<file path="src/rtl/regfile_wb_arbiter_pkg.sv">
`default_nettype none
// ============================================================================
// Module   : regfile_pkg
// Brief    : Shared register-file widths and address/data types.
// Revision : 1.0 - initial release
// ============================================================================
package regfile_pkg;

    localparam int ADDR_W   = 5;
    localparam int DATA_W   = 32;
    localparam int NUM_REGS = 32;

    typedef logic [ADDR_W-1:0] reg_addr_t;
    typedef logic [DATA_W-1:0] reg_data_t;

    localparam reg_addr_t REG_ZERO = 5'd0;

endpackage
`default_nettype wire

</file>
<file path="src/rtl/regfile_wb_arbiter_if.sv">
`default_nettype none
// ============================================================================
// Module   : regfile_wb_arbiter_if
// Brief    : Writeback request bus: per-requester valid/rd/wd and one-hot ready.
// Revision : 1.0 - initial release
// ============================================================================
interface regfile_wb_arbiter_if #(
    parameter int N_REQ  = 2,
    parameter int ADDR_W = regfile_pkg::ADDR_W,
    parameter int DATA_W = regfile_pkg::DATA_W
);
    logic [N_REQ-1:0]        req_valid;
    logic [N_REQ*ADDR_W-1:0] req_rd;
    logic [N_REQ*DATA_W-1:0] req_wd;
    logic [N_REQ-1:0]        req_ready;

    modport master (
        output req_valid,
        output req_rd,
        output req_wd,
        input  req_ready
    );

    modport slave (
        input  req_valid,
        input  req_rd,
        input  req_wd,
        output req_ready
    );
endinterface
`default_nettype wire

</file>
<file path="src/rtl/regfile_wb_arbiter_rr_arbiter.sv">
`default_nettype none
// ============================================================================
// Module   : rr_arbiter
// Brief    : Combinational round-robin picker; searches from ptr upward, wrapping.
// Revision : 1.0 - initial release
// ============================================================================
module rr_arbiter #(
    parameter int N     = 2,
    parameter int IDX_W = (N > 1) ? $clog2(N) : 1
) (
    input  logic [N-1:0]     req,
    input  logic [IDX_W-1:0] ptr,
    output logic [N-1:0]     grant,
    output logic [IDX_W-1:0] grant_idx
);

    always_comb begin : p_pick
        logic             w_found;
        logic [IDX_W-1:0] w_cand;
        w_found   = 1'b0;
        w_cand    = '0;
        grant     = '0;
        grant_idx = '0;
        for (int k = 0; k < N; k++) begin
            w_cand = IDX_W'((int'(ptr) + k) % N);
            if (!w_found && req[w_cand]) begin
                w_found       = 1'b1;
                grant[w_cand] = 1'b1;
                grant_idx     = w_cand;
            end
        end
    end

endmodule
`default_nettype wire

</file>
<file path="src/rtl/regfile_wb_arbiter.sv">
`default_nettype none
// ============================================================================
// Module   : regfile_wb_arbiter
// Brief    : Shares the regfile write port between requesters; tracks pending
//            destination registers and reports source-operand stalls.
// Revision : 1.0 - initial release
// ============================================================================
module regfile_wb_arbiter #(
    parameter int N_REQ  = 2,
    parameter int ADDR_W = regfile_pkg::ADDR_W,
    parameter int DATA_W = regfile_pkg::DATA_W
) (
    input  logic                   clk,
    input  logic                   rst_n,
    regfile_wb_arbiter_if.slave    wb,
    output logic                   rf_we,
    output logic [ADDR_W-1:0]      rf_rd,
    output logic [DATA_W-1:0]      rf_wd,
    input  logic                   rsv_valid,
    input  logic [ADDR_W-1:0]      rsv_rd,
    input  logic [ADDR_W-1:0]      q_rs,
    input  logic [ADDR_W-1:0]      q_rt,
    output logic                   stall,
    output logic [2**ADDR_W-1:0]   busy,
    output logic                   err_unrsv
);
    import regfile_pkg::*;

    localparam int IDX_W = (N_REQ > 1) ? $clog2(N_REQ) : 1;
    localparam int NREGS = 2**ADDR_W;

    logic [IDX_W-1:0]  r_ptr;
    logic [N_REQ-1:0]  w_grant;
    logic [IDX_W-1:0]  w_gidx;
    logic [IDX_W-1:0]  w_ptr_nxt;
    logic              w_commit;
    logic [ADDR_W-1:0] w_rd;
    logic [DATA_W-1:0] w_wd;
    logic [ADDR_W-1:0] w_rd_arr [N_REQ];
    logic [DATA_W-1:0] w_wd_arr [N_REQ];
    logic [NREGS-1:0]  w_busy_nxt;
    logic              w_err_set;

    logic              r_rf_we;
    logic [ADDR_W-1:0] r_rf_rd;
    logic [DATA_W-1:0] r_rf_wd;
    logic [NREGS-1:0]  r_busy;
    logic              r_err;

    for (genvar gi = 0; gi < N_REQ; gi++) begin : g_slice
        assign w_rd_arr[gi] = wb.req_rd[gi*ADDR_W +: ADDR_W];
        assign w_wd_arr[gi] = wb.req_wd[gi*DATA_W +: DATA_W];
    end

    // r_ptr holds the index searched first, i.e. one past the last grant.
    rr_arbiter #(
        .N     (N_REQ),
        .IDX_W (IDX_W)
    ) u_rr_arbiter (
        .req       (wb.req_valid),
        .ptr       (r_ptr),
        .grant     (w_grant),
        .grant_idx (w_gidx)
    );

    assign wb.req_ready = w_grant & {N_REQ{rst_n}};
    assign w_commit     = |w_grant;
    assign w_rd         = w_rd_arr[w_gidx];
    assign w_wd         = w_wd_arr[w_gidx];
    assign w_ptr_nxt    = (w_gidx == IDX_W'(N_REQ - 1)) ? '0 : w_gidx + 1'b1;
    assign w_err_set    = w_commit && (w_rd != '0) && !r_busy[w_rd];

    // Reservation applied after the clear so a same-cycle re-reserve survives.
    always_comb begin
        w_busy_nxt = r_busy;
        if (w_commit && (w_rd != '0)) begin
            w_busy_nxt[w_rd] = 1'b0;
        end
        if (rsv_valid && (rsv_rd != '0)) begin
            w_busy_nxt[rsv_rd] = 1'b1;
        end
        w_busy_nxt[0] = 1'b0;
    end

    always_ff @(posedge clk or negedge rst_n) begin
        if (!rst_n) begin
            r_ptr   <= '0;
            r_rf_we <= 1'b0;
            r_rf_rd <= '0;
            r_rf_wd <= '0;
            r_busy  <= '0;
            r_err   <= 1'b0;
        end else begin
            if (w_commit) begin
                r_ptr   <= w_ptr_nxt;
                r_rf_rd <= w_rd;
                r_rf_wd <= w_wd;
                r_rf_we <= (w_rd != '0);
            end else begin
                r_rf_we <= 1'b0;
            end
            r_busy <= w_busy_nxt;
            if (w_err_set) begin
                r_err <= 1'b1;
            end
        end
    end

    assign rf_we     = r_rf_we;
    assign rf_rd     = r_rf_rd;
    assign rf_wd     = r_rf_wd;
    assign busy      = r_busy;
    assign err_unrsv = r_err;
    assign stall     = ((q_rs != '0) && r_busy[q_rs]) || ((q_rt != '0) && r_busy[q_rt]);

endmodule
`default_nettype wire

</file>
<file path="src/flat_wrapper.sv">
// flat-port wrapper written by rule: the top's interface ports become plain ports
module regfile_wb_arbiter_flat import regfile_pkg::*;
#(
    parameter int N_REQ  = 2,
    parameter int ADDR_W = regfile_pkg::ADDR_W,
    parameter int DATA_W = regfile_pkg::DATA_W
)
  (clk, rst_n, rf_we, rf_rd, rf_wd, rsv_valid, rsv_rd, q_rs, q_rt, stall, busy, err_unrsv, wb_req_valid, wb_req_rd, wb_req_wd, wb_req_ready);
  regfile_wb_arbiter_if #(.N_REQ(N_REQ), .ADDR_W(ADDR_W), .DATA_W(DATA_W)) wb_i ();
  input  logic clk;
  input  logic rst_n;
  output logic rf_we;
  output logic [ADDR_W-1:0] rf_rd;
  output logic [DATA_W-1:0] rf_wd;
  input  logic rsv_valid;
  input  logic [ADDR_W-1:0] rsv_rd;
  input  logic [ADDR_W-1:0] q_rs;
  input  logic [ADDR_W-1:0] q_rt;
  output logic stall;
  output logic [2**ADDR_W-1:0] busy;
  output logic err_unrsv;
  input wire logic [$bits(wb_i.req_valid)-1:0] wb_req_valid;
  input wire logic [$bits(wb_i.req_rd)-1:0] wb_req_rd;
  input wire logic [$bits(wb_i.req_wd)-1:0] wb_req_wd;
  output wire logic [$bits(wb_i.req_ready)-1:0] wb_req_ready;
  assign wb_i.req_valid = wb_req_valid;
  assign wb_i.req_rd = wb_req_rd;
  assign wb_i.req_wd = wb_req_wd;
  assign wb_req_ready = wb_i.req_ready;
  regfile_wb_arbiter #(.N_REQ(N_REQ), .ADDR_W(ADDR_W), .DATA_W(DATA_W)) u_core (.clk(clk), .rst_n(rst_n), .wb(wb_i), .rf_we(rf_we), .rf_rd(rf_rd), .rf_wd(rf_wd), .rsv_valid(rsv_valid), .rsv_rd(rsv_rd), .q_rs(q_rs), .q_rt(q_rt), .stall(stall), .busy(busy), .err_unrsv(err_unrsv));
endmodule
</file>
<file path="config.mk">
export PLATFORM = sky130hd
export DESIGN_NAME = regfile_wb_arbiter_flat
export DESIGN_NICKNAME = d
export VERILOG_FILES = /design/src/rtl/regfile_wb_arbiter_pkg.sv /design/src/rtl/regfile_wb_arbiter_if.sv /design/src/rtl/regfile_wb_arbiter_rr_arbiter.sv /design/src/rtl/regfile_wb_arbiter.sv /design/src/flat_wrapper.sv
export SDC_FILE = /design/constraint.sdc
export NUM_CORES = 1
export LEC_CHECK = 0
export ABC_AREA = 1
export BUFFER_PORTS_ARGS = -buffer_cell sky130_fd_sc_hd__buf_4
export CORE_UTILIZATION = 50
export CTS_BUF_LIST = sky130_fd_sc_hd__clkbuf_8
export CTS_CLUSTER_DIAMETER = 150
export DETAILED_ROUTE_END_ITERATION = 8
export PLACE_DENSITY_LB_ADDON = 0.3
export SETUP_SLACK_MARGIN = 0.4
export SYNTH_ARGS = -nofsm -noshare
export SYNTH_HDL_FRONTEND = slang
export SYNTH_SLANG_ARGS = --single-unit
</file>
<file path="constraint.sdc">
create_clock -name clk -period 2.81 [get_ports clk]
set_input_delay 0.562 -clock clk [delete_from_list [all_inputs] [get_ports clk]]
set_output_delay 0.562 -clock clk [all_outputs]
set_load 0.02 [all_outputs]
</file>
==> metrics.cfg <==
[outcome]
run_status=finished, final reports clean

[placement]
gp_congestion=0.955
port_buffers=166
place_ws_ns=0.315
dpl.cell_count=831
dp.final_hpwl_um=10600

[clock_tree]
clkLatencyLatePin_ns=0.34
clk_pin_slew_ns=0.08
clockRootBuffer=clkbuf_8
cts_setup_buffers=0
cts.sinks=71
cts_made_buffers=9
cts_buffer_depth=2
h-tree-depth=3
cts_tree=yes

[power]
internal_power_uw=2210
power.switching_uw=1610
p_leak_uw=0.00280
ir_drop_mv=0.443
clkPwrFrac_pct=19.8
powerDensity_mw_per_mm2=679
p_comb_share_pct=39.9
power_uw=3820
swShare_pct=42.2
power_frac_seq_pct=40.3

[global_routing]
antenna_found_initial=0
grt_pass1_vias=4636
grtUsageTotal_pct=34.0
grt_max_degree=72
grt_pass1_wl_um=22400
overflow=0

[logic_synthesis]
syn_area_sq_mm=0.00410
synthTopCellsByCount=nand2_1, o21ai_0, dfrtp_1
synth_cells=577
synth_top_cell_area_share_pct=43.3
ys_async_sr_fraction_pct=100
ys_seq_area_share_pct=43.3
yosysMostFrequentCell=nand2_1
postSynthAreaPerCell_sq_um=7.11
yosysWarnings=0
synth_edf_count=0
synth_nets=671
synth.area.top_cells=dfrtp_1, o21ai_0, nand2_1
yosysTopAreaCell=dfrtp_1
yosys.cell_types.count=28
yosys_register_bits=71
ys.flop_type=dfrtp_1

[worst_setup_path]
endpoint_kind=output port
critical_path_class=input port to output port
cp_data_arrival_time_ns=1.78
cp_max_fo=16
critPathRequiredTime_ns=2.25
worst_setup_path_start_kind=input port

[timing]
timing.final.crit_share_pct=83.5
setup_viol=0
tns_ns=0
tightest_slew_ns=0.889
max_freq_ghz=0.426
drv_slew=0
slew_headroom_pct=40.7
rsz0062_at_grt=true
finalHoldViolCount=0
setup_ws_ns=0.463
finalCriticalPeriod_ns=2.35
finClkSkew_ns=0.00805

[routing]
firstDrtPassIters=5
drc=0
route.vias.total=4815
drt-initial-drc-count=391
top_layer_used=met4
totalWireLength_um=14000
post_drt_via_cell_ratio=5.68
drt-met1-wl_um=5720
wl_met3_um=1460
wl_met2_um=6540
wire_per_inst_um=16.6
antenna_left=0

[floorplan]
rows=32
top_level_ports=168
dieWidth_um=92.6
die_h_um=92.6
coreArea_sq_mm=0.00785
dieArea_sq_mm=0.00857
start_util_pct=52.3

[run]
maxCapViolCount=0

[finish]
fillers=640
diodes=0
stdcell_count=847
area_delta_synth_final_pct=37.3
drive_above_1_share_pct=28.9
final_net_count=834

[hold_path]
hold_path.class=input port to async pin

-- cell families (layout without fill, tap and decap cells) --
logic type | count (synthesis) | count (layout) | share of synthesized area [%]
AO/OA/AOI/OAI | 185 | 185 | 24.1
buffers and inverters | 81 | 249 | 7.99
other | 1 | 1 | 0.0914
flip-flops | 71 | 71 | 43.3
AND/OR/NAND/NOR | 239 | 239 | 24.5
-- critical path, cell delays in order --
cell and delay, ns:
buf_4 0.17, inv_1 0.13, nand2_2 0.13, inv_1 0.09, a21oi_1 0.13, o211ai_1 0.10
o211ai_1 0.11, nand3b_1 0.09, nand2_1 0.07, nand2_1 0.05, buf_4 0.15
-- state kept, by name (all words and copies together) (netlist names) --
register,cells
u_core.rf_wd,32
u_core.rf_rd,5
u_core.err_unrsv,1
u_core.busy,31
u_core.rf_we,1
u_core.r_ptr,1
-- final cells by class --
type	instances	area, sq um	area share, %
clock buffer	10	138	2.44
clock inverter	6	42.5	0.755
inverter	58	223	3.95
multi-input combinational	425	2010	35.7
sequential	71	1780	31.5
tap	102	128	2.26
timing repair buffer	175	1310	23.3
-- path summary, 6_finish.rpt --
path                                                    from                            to  slack (ns)  cells past startpoint
worst max-delay path                                 q_rt[0]                         stall        0.46                     11
worst min-delay path                                   rst_n  u_core.rf_wd[29]$_DFFE_PN0P_        0.43                      2
worst max register to register      u_core.r_ptr$_DFFE_PN0P_  u_core.err_unrsv$_DFFE_PN0P_        0.74                     12
worst min register to register  u_core.err_unrsv$_DFFE_PN0P_  u_core.err_unrsv$_DFFE_PN0P_        0.49                      2
max in group asynchronous                              rst_n      u_core.busy[7]$_DFF_PN0_        1.81                      2
min in group clk                             wb_req_valid[1]      u_core.r_ptr$_DFFE_PN0P_        0.47                      2
-- through the flow --
| stage | util, % | instance area (sq um) | hold slack, ns |
|---|---|---|---|
| 2_1_floorplan | - | 4100 | 0.266 |
| 3_3_place_gp | 69.3 | 5440 | 0.465 |
| 6_report | 71.8 | 5640 | 0.431 |
| 4_1_cts | 71.6 | 5620 | 0.459 |
| 3_5_place_dp | 69.3 | 5440 | 0.468 |
| 5_1_grt | 71.8 | 5640 | 0.465 |
-- per-layer routing --
layer	vias up	track usage (%)
met5	-	0
met4	0	11.6
met3	34	8.46
met2	294	53.3
met1	2222	45.9
li1	2265	-
-- power by group through the flow --
stage                     Sequential, uW  Combinational, uW  Clock, uW
after floorplan                     1720                554          0
after global placement              1540               1480          0
after detailed placement            1540               1510          0
after CTS                           1530               1510        766
after global routing                1560               1670        809
final                               1540               1530        758
-- repair_timing --
| item | 4_1_cts | 5_1_grt |
|---|---|---|
| hold buffers | 0 | 0 |
| pin swaps | 0 | 0 |
| setup endpoints to repair | 1 | 3 |
| resized for setup | 2 | 5 |
-- cells in the final DEF, fill, tap and decap left out, types with 3 or more instances in the layout --
cell / n
a21oi_1: 45
buf_4: 175
clkbuf_8: 10
clkinv_2: 3
clkinvlp_4: 3
dfrtp_1: 71
inv_1: 50
inv_2: 6
nand2_1: 130
nand2_2: 8
nand3_1: 36
nand3_2: 3
nand4_1: 3
nor2_1: 49
nor3_1: 5
o2111ai_1: 3
o211ai_1: 7
o21ai_0: 104
o21ai_1: 13
o221ai_1: 5
o22ai_1: 5
(Power assumes the default switching activity.)
